$ cat src/rtl/register_file_if.sv
// Bundle of register-file write-back and operand-read signals.
// The master drives the write and read indices; the slave (the register file) returns the operands.
interface register_file_if #(
    parameter int DATA_WIDTH = 32,
    parameter int ADDR_WIDTH = 5
);
    logic                  reg_write;
    logic [ADDR_WIDTH-1:0] write_reg;
    logic [DATA_WIDTH-1:0] write_data;
    logic [ADDR_WIDTH-1:0] read_reg1;
    logic [ADDR_WIDTH-1:0] read_reg2;
    logic [DATA_WIDTH-1:0] read_data1;
    logic [DATA_WIDTH-1:0] read_data2;

    // No handshake: a write is accepted on every clock edge where reg_write=1,
    // and the read data is combinational, so it is valid in the same cycle.
    modport master (
        output reg_write, write_reg, write_data, read_reg1, read_reg2,
        input  read_data1, read_data2
    );

    modport slave (
        input  reg_write, write_reg, write_data, read_reg1, read_reg2,
        output read_data1, read_data2
    );
endinterface

$ cat src/rtl/register_file.sv
// Zeus general-purpose register bank: two asynchronous read ports and one synchronous write port.
// Register 0 always reads 0. The optional write-through bypass forwards same-cycle write data.
module register_file #(
    parameter int DATA_WIDTH = 32,
    parameter int ADDR_WIDTH = 5,
    parameter int BYPASS     = 1
) (
    input  logic           clock,
    input  logic           reset,
    register_file_if.slave rf
);
    localparam int DEPTH = 2 ** ADDR_WIDTH;

    logic [DATA_WIDTH-1:0] regs_q [DEPTH];
    logic [DATA_WIDTH-1:0] regs_d [DEPTH];

    always_comb begin
        regs_d = regs_q;
        if (rf.reg_write && rf.write_reg != '0) begin
            regs_d[rf.write_reg] = rf.write_data;
        end
        regs_d[0] = '0;
    end

    // Reset takes priority, so a write in the same cycle as reset is dropped.
    always_ff @(posedge clock) begin
        if (reset) begin
            regs_q <= '{default: '0};
        end else begin
            regs_q <= regs_d;
        end
    end

    // Each port resolves independently. The bypass is suppressed while reset is asserted.
    always_comb begin
        rf.read_data1 = regs_q[rf.read_reg1];
        if (rf.read_reg1 == '0) begin
            rf.read_data1 = '0;
        end else if (BYPASS != 0 && !reset && rf.reg_write && rf.write_reg == rf.read_reg1) begin
            rf.read_data1 = rf.write_data;
        end
    end

    always_comb begin
        rf.read_data2 = regs_q[rf.read_reg2];
        if (rf.read_reg2 == '0) begin
            rf.read_data2 = '0;
        end else if (BYPASS != 0 && !reset && rf.reg_write && rf.write_reg == rf.read_reg2) begin
            rf.read_data2 = rf.write_data;
        end
    end
endmodule

$ cat src/flat_wrapper.sv
// flat-port wrapper written by rule: the top's interface ports become plain ports
module register_file_flat 
#(
    parameter int DATA_WIDTH = 32,
    parameter int ADDR_WIDTH = 5,
    parameter int BYPASS     = 1
)
  (clock, reset, rf_reg_write, rf_write_reg, rf_write_data, rf_read_reg1, rf_read_reg2, rf_read_data1, rf_read_data2);
  register_file_if #(.DATA_WIDTH(DATA_WIDTH), .ADDR_WIDTH(ADDR_WIDTH)) rf_i ();
  input  logic clock;
  input  logic reset;
  input wire logic [$bits(rf_i.reg_write)-1:0] rf_reg_write;
  input wire logic [$bits(rf_i.write_reg)-1:0] rf_write_reg;
  input wire logic [$bits(rf_i.write_data)-1:0] rf_write_data;
  input wire logic [$bits(rf_i.read_reg1)-1:0] rf_read_reg1;
  input wire logic [$bits(rf_i.read_reg2)-1:0] rf_read_reg2;
  output wire logic [$bits(rf_i.read_data1)-1:0] rf_read_data1;
  output wire logic [$bits(rf_i.read_data2)-1:0] rf_read_data2;
  assign rf_i.reg_write = rf_reg_write;
  assign rf_i.write_reg = rf_write_reg;
  assign rf_i.write_data = rf_write_data;
  assign rf_i.read_reg1 = rf_read_reg1;
  assign rf_i.read_reg2 = rf_read_reg2;
  assign rf_read_data1 = rf_i.read_data1;
  assign rf_read_data2 = rf_i.read_data2;
  register_file #(.DATA_WIDTH(DATA_WIDTH), .ADDR_WIDTH(ADDR_WIDTH), .BYPASS(BYPASS)) u_core (.clock(clock), .reset(reset), .rf(rf_i));
endmodule
$ cat config.mk
export PLATFORM = sky130hd
export DESIGN_NAME = register_file_flat
export DESIGN_NICKNAME = d
export VERILOG_FILES = /design/src/rtl/register_file_if.sv /design/src/rtl/register_file.sv /design/src/flat_wrapper.sv
export SDC_FILE = /design/constraint.sdc
export NUM_CORES = 2
export LEC_CHECK = 0
export CORE_UTILIZATION = 25
export CTS_CLUSTER_SIZE = 24
export DETAILED_ROUTE_END_ITERATION = 8
export SLEW_MARGIN = 20
export SYNTH_ARGS = -nofsm -noshare
export SYNTH_HDL_FRONTEND = slang
export SYNTH_SLANG_ARGS = --single-unit
$ cat constraint.sdc
create_clock -name clock -period 3.8 [get_ports clock]
set_input_delay 0.95 -clock clock [delete_from_list [all_inputs] [get_ports clock]]
set_output_delay 0.95 -clock clock [all_outputs]
set_load 0.03 [all_outputs]
==> metrics.md <==
| Metric | Value |
|---|---|
| Die height | `around 450 um` |
| Placement Cell Area | `a little under 0.06 mm^2` |
| CTS Sinks | `992` |
| Yosys warns | `0` |
| Port Buf Inserts | `approximately 110` |
| Synth Net Count | `approximately 6,000` |
| Most frequent cells in the layout | `nand2_1 (2,147), a21oi_1 (1,013), dfxtp_1 (992)` |
| Gr usage total | `22.0%` |
| First-pass GRT wire length | `about 340,000 um` |
| Register clock-pin slew on the reported worst setup and hold paths | `roughly 0.060 ns` |
| Syn Inst Count | `between 6,000 and 7,000` |
| Die X | `around 450 um` |
| Top cell type's share of synthesized area | `between 30 and 40%` |
| Drt via density | `about 5.6` |
| WL final | `236,000 um` |
| Ys flop type | `dfxtp_1` |
| Tot Pwr | `between 20,000 and 25,000 uW` |
| 1st-iter DRT viols | `just under 7,000` |
| Register area share after synthesis | `38.8%` |
| Setup Skew | `0 ns` |
| Htree depth | `3` |
| Area Growth Syn to Fin | `28.8%` |
| Synth cell types | `50` |
| Wirelength per Cell | `approximately 26 um` |
| Setup ws final | `-0.325 ns` |
| Bufs on Longest Clock Path | `3` |
| Die area | `0.206 mm^2` |
| Top-Level Pins | `between 100 and 150` |
| Rows | `between 150 and 200` |
| Initial antenna violation count | `12` |
| Layout cells sized above 1 | `~27%` |
| Avg Inst Size Synth | `between 8 and 9 um^2` |
| Critical Path RT | `2.85 ns` |
| Max-slew violations | `0` |
| Failing checks | `negative setup slack` |
| Number of flops mapped to enable cells by yosys | `0` |
| Most common library cell in the layout ignoring fill and taps | `nand2_1` |
| RePlAce Congestion | `0.947` |
| Cell Pwr Density | `369 mW/mm^2` |
| Crit path max fanout | `22` |
| Vias | `~50,000` |
| Final period util | `109%` |
| Async S/R FF share, synth | `0%` |
| DRT Pass-1 Iters | `6` |
| Largest register FFs | `between 900 and 1,000` |
| Clk_lat worst skew | `a little under 0.7 ns` |
| Leak | `about 0.022 uW` |
| # nets final | `6,317` |
| Worst EP arrival | `3.17 ns` |
| Setup violators final | `between 50 and 60` |
| Detail Route Antenna Nets | `0` |
| R2r setup slk | `between 3 and 4 ns` |
| Synthesized area | `about 0.05 mm^2` |
| Core Region | `0.203 mm^2` |
| Nature of the critical path endpoint | `primary output` |
| Final-report hold violation count | `0` |
| TritonCTS clock tree | `yes` |
| Biggest register | `u_core.regs_q` |
| Unrepaired setup endpoints after global routing | `true` |
| Number of remaining DRC errors | `0` |
| Fmax | `between 200 and 250 MHz` |
| Synthesis-stage register bit count | `992` |
| Maximum VDD drop | `~0.0003 V` |
| Root buf cell | `clkbuf_16` |
| Vias in the first global route | `between 40,000 and 50,000` |
| Initial Util | `about a quarter` |
| Rel. slew slack | `~9.2%` |
| Worst min path class | `flip-flop to flip-flop` |
| Post-route minimum period | `between 4 and 5 ns` |
| Final hold slack | `around 0.47 ns` |
| Design area | `about 0.066 mm^2` |
| DP Wirelength | `142,000 um` |
| Grt total ovfl | `0` |
| TritonCTS buffer count | `around 100` |
| Biggest regs | `u_core.regs_q (992)` |
| Area leader, netlist | `dfxtp_1` |
| Largest net degree at the start of global routing | `237` |
| Status | `finished with violations` |
| Startpoint Class | `input port` |
| Synth area leaders | `dfxtp_1 (39%), nand2_1 (16%), mux4_2 (16%)` |
| Max-cap violations | `0` |
| Worst slew pin tran | `between 1 and 1.5 ns` |
| Crit Path Class | `input port to primary output` |
## where the power goes
part	switching, uW	internal, uW	total [uW]
clock	4470	5820	10300
combinational	2110	1400	3510
sequential	60.4	10500	10500
## cell usage after synthesis (29+ instances only)
cell type	n
a221o_1	39
nor2_1	63
buf_2	103
nor3_1	29
a21oi_1	1015
mux2i_1	55
a32o_1	39
nand3_1	36
o21ai_0	80
nand4_1	31
dfxtp_1	992
clkbuf_1	499
mux4_2	358
o22ai_1	81
nand2_1	2184
mux2_2	173
o221ai_1	33
## final timing paths
path / from / end / cells past startpoint
setup reg to reg: u_core.regs_q[786]$_SDFFE_PP0P_ / u_core.regs_q[786]$_SDFFE_PP0P_ / 2
hold reg to reg: u_core.regs_q[213]$_SDFFE_PP0P_ / u_core.regs_q[213]$_SDFFE_PP0P_ / 2
hold / removal: u_core.regs_q[213]$_SDFFE_PP0P_ / u_core.regs_q[213]$_SDFFE_PP0P_ / 2
setup / recovery: rf_read_reg1[0] / rf_read_data1[12] / 9
## cell families after synthesis
| family | after synthesis | share of synthesized area [%] |
|---|---|---|
| and+or+nand+nor | 2413 | 18.4 |
| buffers and inverters | 650 | 5.30 |
| muxes | 613 | 22.0 |
| AOI/OAI and AO/OA | 1377 | 15.2 |
| DFF | 992 | 38.8 |
| xor gates and xnor gates | 10 | 0.171 |
## final cells by class
type                            count  area (um^2)
Antenna cell                        7         17.5
Clock buffer                      150         2990
Clock inverter                     33          330
Fill cell                       20600       137000
Inverter                            1         3.75
Multi-Input combinational cell   4413        30200
Sequential cell                   992        19900
Tap cell                         2672         3340
Timing Repair Buffer              758         9200
## per-layer routing
metal	GRT usage [%]	share of wire, %	up-vias
met5	0	0.014	-
met4	18.5	9.3	6
met3	4.62	11	999
met2	35.1	46	3523
met1	25.1	34	24900
li1	-	-	21500
## stage by stage
stage	TNS, ns	setup WS [ns]	std cells	util [%]
floorplan	0	0.0917	6055	-
global placement	-34.51	-0.789	8702	28.8
detailed placement	-33.25	-0.766	8702	28.8
CTS	-6.02	-0.222	8975	31.9
global route	-9.53	-0.324	9021	32.5
finish	-9.15	-0.325	9026	32.5
## worst max-delay path, cell delays in order
cell and delay, ns:
buf_16 0.15, buf_16 0.17, buf_4 0.13, buf_8 0.22, mux2_2 0.36, o221ai_1 0.37, o21ai_0 0.19, a32o_2 0.42
buf_6 0.18
## repair_timing
action | CTS | global route
endpoints found under the hold margin | 0 | 0
resized for setup | 472 | 228
hold buffers | 0 | 0
cloned | 19 | 12
pin swaps | 121 | 107
setup endpoints to repair | 64 | 63
buffers inserted | 84 | 59
(Power assumes the default switching activity.)
